**config.mk**
```make
export PLATFORM = sky130hd
export DESIGN_NAME = fpu_req_sched
export DESIGN_NICKNAME = d
export VERILOG_FILES = /design/src/rtl/fpu_req_sched_pkg.sv /design/src/rtl/fpu_sync_fifo.sv /design/src/rtl/fpu_req_sched.sv
export SDC_FILE = /design/constraint.sdc
export NUM_CORES = 1
export LEC_CHECK = 0
export CORE_MARGIN = 5
export CORE_UTILIZATION = 55
export CTS_CLUSTER_SIZE = 12
export DETAILED_ROUTE_END_ITERATION = 10
export PLACE_DENSITY = 0.79
export SLEW_MARGIN = 30
export SYNTH_ARGS = -nofsm -noshare
export SYNTH_HDL_FRONTEND = slang
export SYNTH_SLANG_ARGS = --single-unit
export TNS_END_PERCENT = 20
```
**constraint.sdc**
```tcl
create_clock -name clk -period 2.3 [get_ports clk]
set_input_delay 0.46 -clock clk [delete_from_list [all_inputs] [get_ports clk]]
set_output_delay 0.46 -clock clk [all_outputs]
set_load 0.1 [all_outputs]
```
**src/rtl/fpu_req_sched_pkg.sv**
```systemverilog
// Shared widths and operation codes for the fpu request scheduler and its clients.
package fpu_req_sched_pkg;

  localparam int MODE_WIDTH = 2;
  localparam int DATA_WIDTH = 16;

  typedef enum logic [MODE_WIDTH-1:0] {
    MODE_ADD = 2'd0,
    MODE_SUB = 2'd1,
    MODE_MUL = 2'd2,
    MODE_DIV = 2'd3
  } fpu_mode_e;

endpackage

```
**src/rtl/fpu_sync_fifo.sv**
```systemverilog
// Synchronous FIFO with count-based full/empty. The head output reads zero while empty.
// A push into a full FIFO is accepted only when a pop frees a slot on the same edge.
module fpu_sync_fifo #(
  parameter int WIDTH = 8,
  parameter int DEPTH = 4
) (
  input  logic                         clk,
  input  logic                         rst,
  input  logic                         push,
  input  logic [WIDTH-1:0]             push_data,
  input  logic                         pop,
  output logic [WIDTH-1:0]             head,
  output logic                         full,
  output logic                         empty,
  output logic [$clog2(DEPTH+1)-1:0]   count
);

  localparam int PW = $clog2(DEPTH);
  localparam int CW = $clog2(DEPTH + 1);

  logic [WIDTH-1:0] mem [DEPTH];
  logic [PW-1:0]    wr_ptr;
  logic [PW-1:0]    rd_ptr;
  logic             do_push;
  logic             do_pop;

  assign full    = (count == CW'(DEPTH));
  assign empty   = (count == '0);
  assign do_pop  = pop & ~empty;
  assign do_push = push & (~full | do_pop);
  assign head    = empty ? '0 : mem[rd_ptr];

  always_ff @(posedge clk or negedge rst) begin
    if (!rst) begin
      wr_ptr <= '0;
      rd_ptr <= '0;
      count  <= '0;
    end else begin
      if (do_push) wr_ptr <= wr_ptr + PW'(1);
      if (do_pop)  rd_ptr <= rd_ptr + PW'(1);
      case ({do_push, do_pop})
        2'b10:   count <= count + CW'(1);
        2'b01:   count <= count - CW'(1);
        default: count <= count;
      endcase
    end
  end

  // Storage is data only; validity is tracked by the pointers and count.
  always_ff @(posedge clk) begin
    if (do_push) mem[wr_ptr] <= push_data;
  end

endmodule

```
**src/rtl/fpu_req_sched.sv**
```systemverilog
// Issue/collect stage in front of a fixed-latency fpu: request FIFO, credit-gated issue,
// in-flight {valid,tag} pipe matching the fpu latency, and a response FIFO.
module fpu_req_sched
  import fpu_req_sched_pkg::*;
#(
  parameter int REQ_DEPTH = 4,
  parameter int RSP_DEPTH = 4,
  parameter int FPU_LAT   = 1,
  parameter int TAG_WIDTH = 4
) (
  input  logic                  clk,
  input  logic                  rst,
  input  logic                  req_valid_i,
  output logic                  req_ready_o,
  input  logic [MODE_WIDTH-1:0] req_mode_i,
  input  logic [DATA_WIDTH-1:0] req_in1_i,
  input  logic [DATA_WIDTH-1:0] req_in2_i,
  input  logic [TAG_WIDTH-1:0]  req_tag_i,
  output logic [MODE_WIDTH-1:0] fpu_mode_o,
  output logic [DATA_WIDTH-1:0] fpu_in1_o,
  output logic [DATA_WIDTH-1:0] fpu_in2_o,
  input  logic [DATA_WIDTH-1:0] fpu_out_i,
  input  logic                  fpu_overflow_i,
  output logic                  rsp_valid_o,
  input  logic                  rsp_ready_i,
  output logic [DATA_WIDTH-1:0] rsp_data_o,
  output logic                  rsp_overflow_o,
  output logic [TAG_WIDTH-1:0]  rsp_tag_o,
  output logic                  busy_o
);

  localparam int REQ_W  = MODE_WIDTH + 2 * DATA_WIDTH + TAG_WIDTH;
  localparam int RSP_W  = DATA_WIDTH + 1 + TAG_WIDTH;
  localparam int CW     = $clog2(RSP_DEPTH + 1);
  localparam int REQ_CW = $clog2(REQ_DEPTH + 1);
  localparam logic [CW:0] CREDIT_LIM = (CW + 1)'(RSP_DEPTH);

  logic [REQ_W-1:0]      req_head;
  logic                  req_full;
  logic                  req_empty;
  logic [REQ_CW-1:0]     req_cnt;
  logic [MODE_WIDTH-1:0] head_mode;
  logic [DATA_WIDTH-1:0] head_in1;
  logic [DATA_WIDTH-1:0] head_in2;
  logic [TAG_WIDTH-1:0]  head_tag;

  logic [RSP_W-1:0]      rsp_head;
  logic                  rsp_full;
  logic                  rsp_empty;
  logic [CW-1:0]         rsp_cnt;

  logic [FPU_LAT-1:0]    vld_p;
  logic [TAG_WIDTH-1:0]  tag_p [FPU_LAT];
  logic [CW-1:0]         inflight_cnt;
  logic                  issue;
  logic                  cap;

  assign req_ready_o = ~req_full;

  fpu_sync_fifo #(.WIDTH(REQ_W), .DEPTH(REQ_DEPTH)) u_req_fifo (
    .clk       (clk),
    .rst       (rst),
    .push      (req_valid_i & req_ready_o),
    .push_data ({req_mode_i, req_in1_i, req_in2_i, req_tag_i}),
    .pop       (issue),
    .head      (req_head),
    .full      (req_full),
    .empty     (req_empty),
    .count     (req_cnt)
  );

  assign {head_mode, head_in1, head_in2, head_tag} = req_head;

  // Responses already queued plus results still in the fpu may never exceed the
  // response FIFO depth, so every capture is guaranteed a free slot.
  assign issue = ~req_empty & (({1'b0, inflight_cnt} + {1'b0, rsp_cnt}) < CREDIT_LIM);

  assign fpu_mode_o = issue ? head_mode : '0;
  assign fpu_in1_o  = issue ? head_in1  : '0;
  assign fpu_in2_o  = issue ? head_in2  : '0;

  always_comb begin
    inflight_cnt = '0;
    for (int i = 0; i < FPU_LAT; i++) inflight_cnt = inflight_cnt + CW'(vld_p[i]);
  end

  // Stage boundary: in-flight valid pipe, one stage per fpu latency cycle.
  always_ff @(posedge clk or negedge rst) begin
    if (!rst) begin
      vld_p <= '0;
    end else begin
      vld_p[0] <= issue;
      for (int i = 1; i < FPU_LAT; i++) vld_p[i] <= vld_p[i-1];
    end
  end

  always_ff @(posedge clk) begin
    tag_p[0] <= head_tag;
    for (int i = 1; i < FPU_LAT; i++) tag_p[i] <= tag_p[i-1];
  end

  assign cap = vld_p[FPU_LAT-1];

  fpu_sync_fifo #(.WIDTH(RSP_W), .DEPTH(RSP_DEPTH)) u_rsp_fifo (
    .clk       (clk),
    .rst       (rst),
    .push      (cap),
    .push_data ({fpu_out_i, fpu_overflow_i, tag_p[FPU_LAT-1]}),
    .pop       (rsp_ready_i),
    .head      (rsp_head),
    .full      (rsp_full),
    .empty     (rsp_empty),
    .count     (rsp_cnt)
  );

  assign rsp_valid_o = ~rsp_empty;
  assign {rsp_data_o, rsp_overflow_o, rsp_tag_o} = rsp_head;

  assign busy_o = ~req_empty | (inflight_cnt != '0) | ~rsp_empty;

  cap_into_full: assert property (@(posedge clk) disable iff (!rst)
    !(cap && rsp_full && !rsp_ready_i));

endmodule
```
==> qor.csv, run 1 <==
stage,metric,value,unit
synth,synthSimpleGateAreaFrac,5.24,%
sta,setup_viol,56,
synth,synth_xor_area_share,1.06,%
placement,placedCellCount,803,
synth,syn-num-nets,524,
synth,synth_compound_area_share,0.114,%
sta,final_max_slew_viol_count,0,
grt,antenna_found_initial,0,
worst_setup_path,worstReg2RegEnd,u_req_fifo.count[1],
floorplan,fp.dieH,144,um
placement,place.gp.congestion,0.763,
sta,fin_skew,0.0153,ns
sta,hold_slack,0.366,ns
grt,grt_use_total,18.0,%
floorplan,num_io_pins,117,
sta,fin_crit_sh,109,%
grt,grt_pass1_vias,5135,
worst_setup_path,ff2ff_path_depth,6,
worst_setup_path,start_kind,flop,
detailed_routing,drtPass1Iterations,4,
floorplan,die-area,20800,sq um
detailed_routing,vias_per_cell,5.52,
synth,syn_area_per_cell,21.8,sq um
synth,synth_top_family_by_area,multiplexers,
grt,grt_start_max_net_pins,40,
finish,syn2layout_area_growth,34.4,%
clocking,cts_inserted_buffers,26,
clocking,path_clk_slew,0.06,ns
worst_setup_path,crit_required,1.84,ns
floorplan,core-area,17800,sq um
synth,synth-adder-area-share,1.67,%
clocking,clockBufferDepth,3,
finish,layout_common_cells,"236 x edfxtp_1, 70 x buf_12, 59 x mux4_2",
finish,fill_cells,949,
worst_setup_path,setup.worst_path.end,fpu_in1_o[8],
synth,yosysWarnings,0,
clocking,clockRootBuffer,clkbuf_16,
status,status,finished with violations,
worst_setup_path,arrival,2.04,ns
placement,port_buffers,116,
placement,hpwl,11.1,mm
finish,final_cells,868,
clocking,clk_latency,0.52,ns
detailed_routing,routed_wl,18.6,mm
synth,synthDistinctLibCells,32,
finish,drive_gt1_share,40.7,%
flow_run,maxCapViolCount,0,
detailed_routing,drc_errors,0,
finish,final_nets,690,
synth,syn_inst,453,
grt,grt-ovfl-total,0,
worst_setup_path,worst-r2r-setup-slack,0.19,ns
synth,synth_edf_count,236,
sta,rsz0062_at_grt,yes,
synth,synthMuxAreaShare,13.9,%
worst_setup_path,startpoint,u_req_fifo.rd_ptr[0],
placement,place_ws,-0.108,ns
sta,hold_viol,0,
sta,worst_pin_slew,0.699,ns
sta,fin_ws,-0.205,ns
min_path,hold_path_class,input port to async pin,
clocking,cts_tree,yes,
status,violations,negative setup slack,
synth,ys_ff_latch,255,
synth,netlist_area,9890,sq um
sta,period_minus_slack,2.50,ns
clocking,htreeDepth,1,
grt,grt_pass1_wl,28.5,mm
detailed_routing,wire_per_inst,21.4,um
placement,postPlaceCellArea,12100,sq um
worst_setup_path,end_kind,output pin,
floorplan,die_w,144,um
finish,final_cell_area,13300,sq um
finish,final_common_cell,edfxtp_1,
synth,yosysSeqAreaShare,76.3,%
synth,synth_ff_type,edfxtp_1,
detailed_routing,via_count,4790,
floorplan,initial_core_util,55.4,%
detailed_routing,first_iter_violations,228,
sta,slew_headroom,53.3,%
worst_setup_path,crit_type,flop to output pin,
detailed_routing,ant_nets,0,
finish,diodes,0,
sta,fmax,399,MHz
clocking,cts.sinks,255,
synth,synthArstFlopShare,5.88,%
worst_setup_path,crit_fanout,7,
floorplan,num_rows,49,
worst_setup_path,rr_startpoint,u_req_fifo.count[1],
==> flip-flops by register name (all words and copies together) (netlist names) <==
| register | count |
|---|---|
| u_rsp_fifo.mem | 84 |
| cap | 1 |
| u_rsp_fifo.rd_ptr | 2 |
| u_rsp_fifo.wr_ptr | 2 |
| u_req_fifo.rd_ptr | 2 |
| u_req_fifo.mem | 152 |
| u_rsp_fifo.count | 3 |
| u_req_fifo.count | 3 |
| u_req_fifo.wr_ptr | 2 |
| tag_p | 4 |
==> what timing repair did <==
action / CTS / global route
hold buffers: 0 / 0
endpoints found under the setup margin: 56 / 57
buffers inserted: 6 / 10
gates resized for setup: 61 / 14
cloned: 2 / 1
pin swaps: 0 / 22
==> cell families after synthesis <==
| family | count (synthesis) |
|---|---|
| flip-flops | 255 |
| AND/OR/NAND/NOR | 80 |
| multiplexers | 63 |
| buffers and inverters | 30 |
| XOR/XNOR | 12 |
| adder cells (fa/ha/maj) | 12 |
| AO/OA/AOI/OAI | 1 |
==> worst min path at each step <==
stage | from | to | slack, ns
finish | rst | u_req_fifo.rd_ptr[1] | 0.37
detailed placement | tag_p[0][1] | u_rsp_fifo.mem[2][1] | 0.47
global placement | tag_p[0][3] | u_rsp_fifo.mem[1][3] | 0.44
global route | rst | u_req_fifo.rd_ptr[1] | 0.41
CTS | rst | u_req_fifo.rd_ptr[1] | 0.37
floorplan | rst | cap | 0.16
==> cell usage after synthesis, types with 2 or more instances <==
master,count,area share (%)
clkbuf_1,5,0.19
dfrtp_1,15,3.8
xor2_1,5,0.44
nor2_1,2,0.076
nand3_1,2,0.10
xnor2_1,7,0.62
fa_1,2,0.41
inv_2,2,0.076
mux4_2,59,13
dfxtp_1,4,0.81
buf_2,8,0.41
ha_1,10,1.3
and3_1,4,0.25
buf_6,6,0.68
edfxtp_1,236,72
and2_1,60,3.8
nor2b_1,4,0.25
inv_1,8,0.30
==> critical path, cell delays in order, from the launching register on <==
cell and delay (ns):
dfrtp_2 0.41, buf_4 0.13, buf_12 0.13, mux4_2 0.51, and2_4 0.19, buf_12 0.16
==> per-layer routing <==
metal | share of wire (%) | vias up | global-route usage (%)
met2 | 50 | 143 | 29.6
met1 | 42 | 2491 | 25.1
met3 | 6.9 | 17 | 4.20
li1 | - | 2139 | -
met5 | 0 | - | 0
met4 | 1.2 | 0 | 3.72
==> per-stage QoR <==
stage,setup TNS [ns],util (%)
3_3_place_gp,-0.0201,67.7
2_1_floorplan,-1.60,-
3_5_place_dp,-0.142,67.7
4_1_cts,-10.95,73.8
5_1_grt,-13.63,74.5
6_report,-9.26,74.5
==> layout make-up <==
class / count / area, sq um / area share (%)
multi-input combinational: 168 / 2320 / 17.5
timing repair buffer: 158 / 2260 / 17.0
clock buffer: 48 / 825 / 6.21
sequential: 255 / 7550 / 56.8
tap: 229 / 287 / 2.16
inverter: 10 / 37.5 / 0.283
Power of run 1 is left out: the tool's default activity adds up to more than one toggle a clock period on the data nets, which glitch-free logic cannot reach.
==> run 2, diff against run 1 <==
--- a/config.mk
+++ b/config.mk
@@ -5,11 +5,12 @@
 export SDC_FILE = /design/constraint.sdc
 export NUM_CORES = 1
 export LEC_CHECK = 0
+export CORE_ASPECT_RATIO = 0.9
 export CORE_MARGIN = 5
-export CORE_UTILIZATION = 55
+export CORE_UTILIZATION = 50
 export CTS_CLUSTER_SIZE = 12
 export DETAILED_ROUTE_END_ITERATION = 10
-export PLACE_DENSITY = 0.79
+export PLACE_DENSITY = 0.75
 export SLEW_MARGIN = 30
 export SYNTH_ARGS = -nofsm -noshare
 export SYNTH_HDL_FRONTEND = slang
==> constraint.sdc (replaced) <==
create_clock -name clk -period 2 [get_ports clk]
set_input_delay 0.4 -clock clk [delete_from_list [all_inputs] [get_ports clk]]
set_output_delay 0.4 -clock clk [all_outputs]
set_load 0.1 [all_outputs]
==> run 2 against run 1 <==
Net effect:
- the run still ends with negative setup slack left
- first-iteration DRC count increased by 3.1%
- clock-buffer cell count is 6 lower
- routed wire length is 3.2% higher
- die area rose by 9.3%
- non-clock buffer count grew 3
- hold slack got worse by 0.10 ns
- sequential share of layout area fell by 0.62 points
- via count hardly changed
- highest routed layer is now met5
- clock skew increased by 0.0041 ns
- critical path type unchanged
- sequential cell count did not move
==> qor.csv, run 2 (synthesis gave the netlist of run 1 again) <==
stage,metric,value,unit,change
floorplan,die-area,22700,sq um,was 20800 sq um
finish,syn2layout_area_growth,35.8,%,was 34.4%
sta,final_max_slew_viol_count,0,,unchanged
worst_setup_path,end_kind,output pin,,unchanged
finish,regMostFlops,u_req_fifo.mem,,unchanged
finish,multi_input_area,2340,sq um,was 2320 sq um
worst_setup_path,crit_fanout,7,,unchanged
clocking,clockBufferDepth,3,,unchanged
floorplan,fp.dieH,143,um,was 144 um
finish,final_common_cell,edfxtp_1,,unchanged
clocking,cts_tree,yes,,unchanged
floorplan,num_rows,48,,was 49
grt,grt_pass1_wl,29.8,mm,was 28.5 mm
detailed_routing,ant_nets,0,,unchanged
sta,slew_headroom,76.0,%,was 53.3%
clocking,cts_inserted_buffers,27,,was 26
finish,reg_top3,"u_req_fifo.mem (152), u_rsp_fifo.mem (84), tag_p (4)",,unchanged
placement,place.gp.congestion,0.739,,was 0.763
floorplan,initial_core_util,51.1,%,was 55.4%
worst_setup_path,crit_required,1.60,ns,was 1.84 ns
finish,diodes,0,,unchanged
status,status,finished with violations,,unchanged
finish,final_cell_area,13400,sq um,was 13300 sq um
grt,antenna_found_initial,1,,was 0
floorplan,num_io_pins,117,,unchanged
status,violations,negative setup slack,,unchanged
sta,fin_ws,-0.474,ns,was -0.205 ns
clocking,clockRootBuffer,clkbuf_16,,unchanged
worst_setup_path,cp_slowest_cell,mux4_2,,unchanged
clocking,cts.sinks,255,,unchanged
grt,grt_start_max_net_pins,39,,was 40
flow_run,maxCapViolCount,0,,unchanged
placement,place_ws,-0.354,ns,was -0.108 ns
grt,grt-ovfl-total,0,,unchanged
detailed_routing,wire_per_inst,21.5,um,was 21.4 um
clocking,path_clk_slew,0.06,ns,about the same
clocking,clk_latency,0.52,ns,about the same
detailed_routing,drc_errors,0,,unchanged
floorplan,core-area,19300,sq um,was 17800 sq um
detailed_routing,vias_per_cell,5.37,,was 5.52
sta,fmax,404,MHz,
placement,postPlaceCellArea,12300,sq um,was 12100 sq um
detailed_routing,routed_wl,19.2,mm,was 18.6 mm
sta,rsz0062_at_grt,yes,,unchanged
placement,hpwl,11.6,mm,was 11.1 mm
worst_setup_path,critical_path.cell_chain,"buf_6, buf_12, mux4_2, and2_4, buf_12",,"was buf_4, buf_12, mux4_2, and2_4, buf_12"
sta,fin_crit_sh,124,%,
sta,fin_skew,0.0194,ns,was 0.0153 ns
finish,fill_cells,1175,,was 949
min_path,hold_path_class,input port to async pin,,unchanged
finish,layout_common_cells,"236 x edfxtp_1, 77 x buf_12, 59 x mux4_2",,"was 236 x edfxtp_1, 70 x buf_12, 59 x mux4_2"
sta,setup_viol,59,,was 56
detailed_routing,via_count,4791,,was 4790
detailed_routing,drtPass1Iterations,5,,was 4
worst_setup_path,arrival,2.07,ns,was 2.04 ns
worst_setup_path,path_common_cell,buf_12,,unchanged
worst_setup_path,crit_type,flop to output pin,,unchanged
detailed_routing,first_iter_violations,235,,was 228
finish,final_core_util,69.4,%,was 74.5%
sta,period_minus_slack,2.47,ns,
clocking,ctsHoldBuffers,0,,unchanged
floorplan,die_w,158,um,was 144 um
grt,grt_use_total,17.2,%,was 18.0%
finish,seqCellArea,7540,sq um,was 7550 sq um
clocking,htreeDepth,1,,unchanged
placement,port_buffers,116,,unchanged
sta,worst_pin_slew,0.360,ns,was 0.699 ns
worst_setup_path,cp_slowest_stage_delay,0.53,ns,was 0.51 ns
worst_setup_path,start_kind,flop,,unchanged
sta,hold_viol,0,,unchanged
finish,largest_reg_flops,152,,unchanged
finish,final_nets,694,,was 690
grt,grt_pass1_vias,5260,,was 5135
finish,drive_gt1_share,41.7,%,was 40.7%
## run 2: critical path: cells and delay by family (launching register included)
family                 cells  cell delay, ns
buffers and inverters      3            0.45
DFF                        1            0.42
muxes                      1            0.53
and+or+nand+nor            1            0.17
## run 2: per-layer routing
| metal | global-route usage [%] | vias up | routed length [um] | share of wire (%) |
|---|---|---|---|---|
| li1 | - | 2155 | - | - |
| met1 | 22.0 | 2481 | 7450 | 39 |
| met2 | 30.6 | 127 | 10300 | 54 |
| met3 | 3.79 | 26 | 1110 | 5.8 |
| met4 | 3.46 | 2 | 308 | 1.6 |
| met5 | 0 | - | 13 | 0.068 |
## run 2: path summary, 6_finish.rpt
path	from	end	slack, ns	cells past startpoint
min in group clk	tag_p[0][3]	u_rsp_fifo.mem[2][3]	0.49	0
worst min register to register	tag_p[0][3]	u_rsp_fifo.mem[2][3]	0.49	0
worst max register to register	u_rsp_fifo.count[0]	u_rsp_fifo.count[2]	-0.01	8
worst max-delay path	u_req_fifo.rd_ptr[0]	fpu_in1_o[14]	-0.47	5
max in group asynchronous	rst	u_req_fifo.rd_ptr[0]	1.53	2
worst min-delay path	rst	u_rsp_fifo.rd_ptr[1]	0.26	2
## run 2: area by class of cell
cell class	instances	area share (%)
flip-flops and latches	255	56.2
repair buffers	161	17.6
multi-input cells	168	17.4
clock buffers	42	5.68
well taps	250	2.33
clock inverters	6	0.457
inverters	10	0.280
## run 2: metrics by stage
step	setup TNS [ns]	std cells	hold WS (ns)
CTS	-24.45	889	0.244
global route	-27.31	892	0.258
floorplan	-41.62	453	0.104
detailed placement	-0.882	833	0.468
global placement	-0.631	833	0.450
finish	-23.00	892	0.263
## run 2: timing repair
action | 4_1_cts | 5_1_grt
setup endpoints to repair | 62 | 62
pin swaps | 1 | 1
hold endpoints to repair | 0 | 0
resized for setup | 57 | 5
buffers inserted | 7 | 3
gates cloned | 1 | 1
Power of run 2 is left out for the same reason.
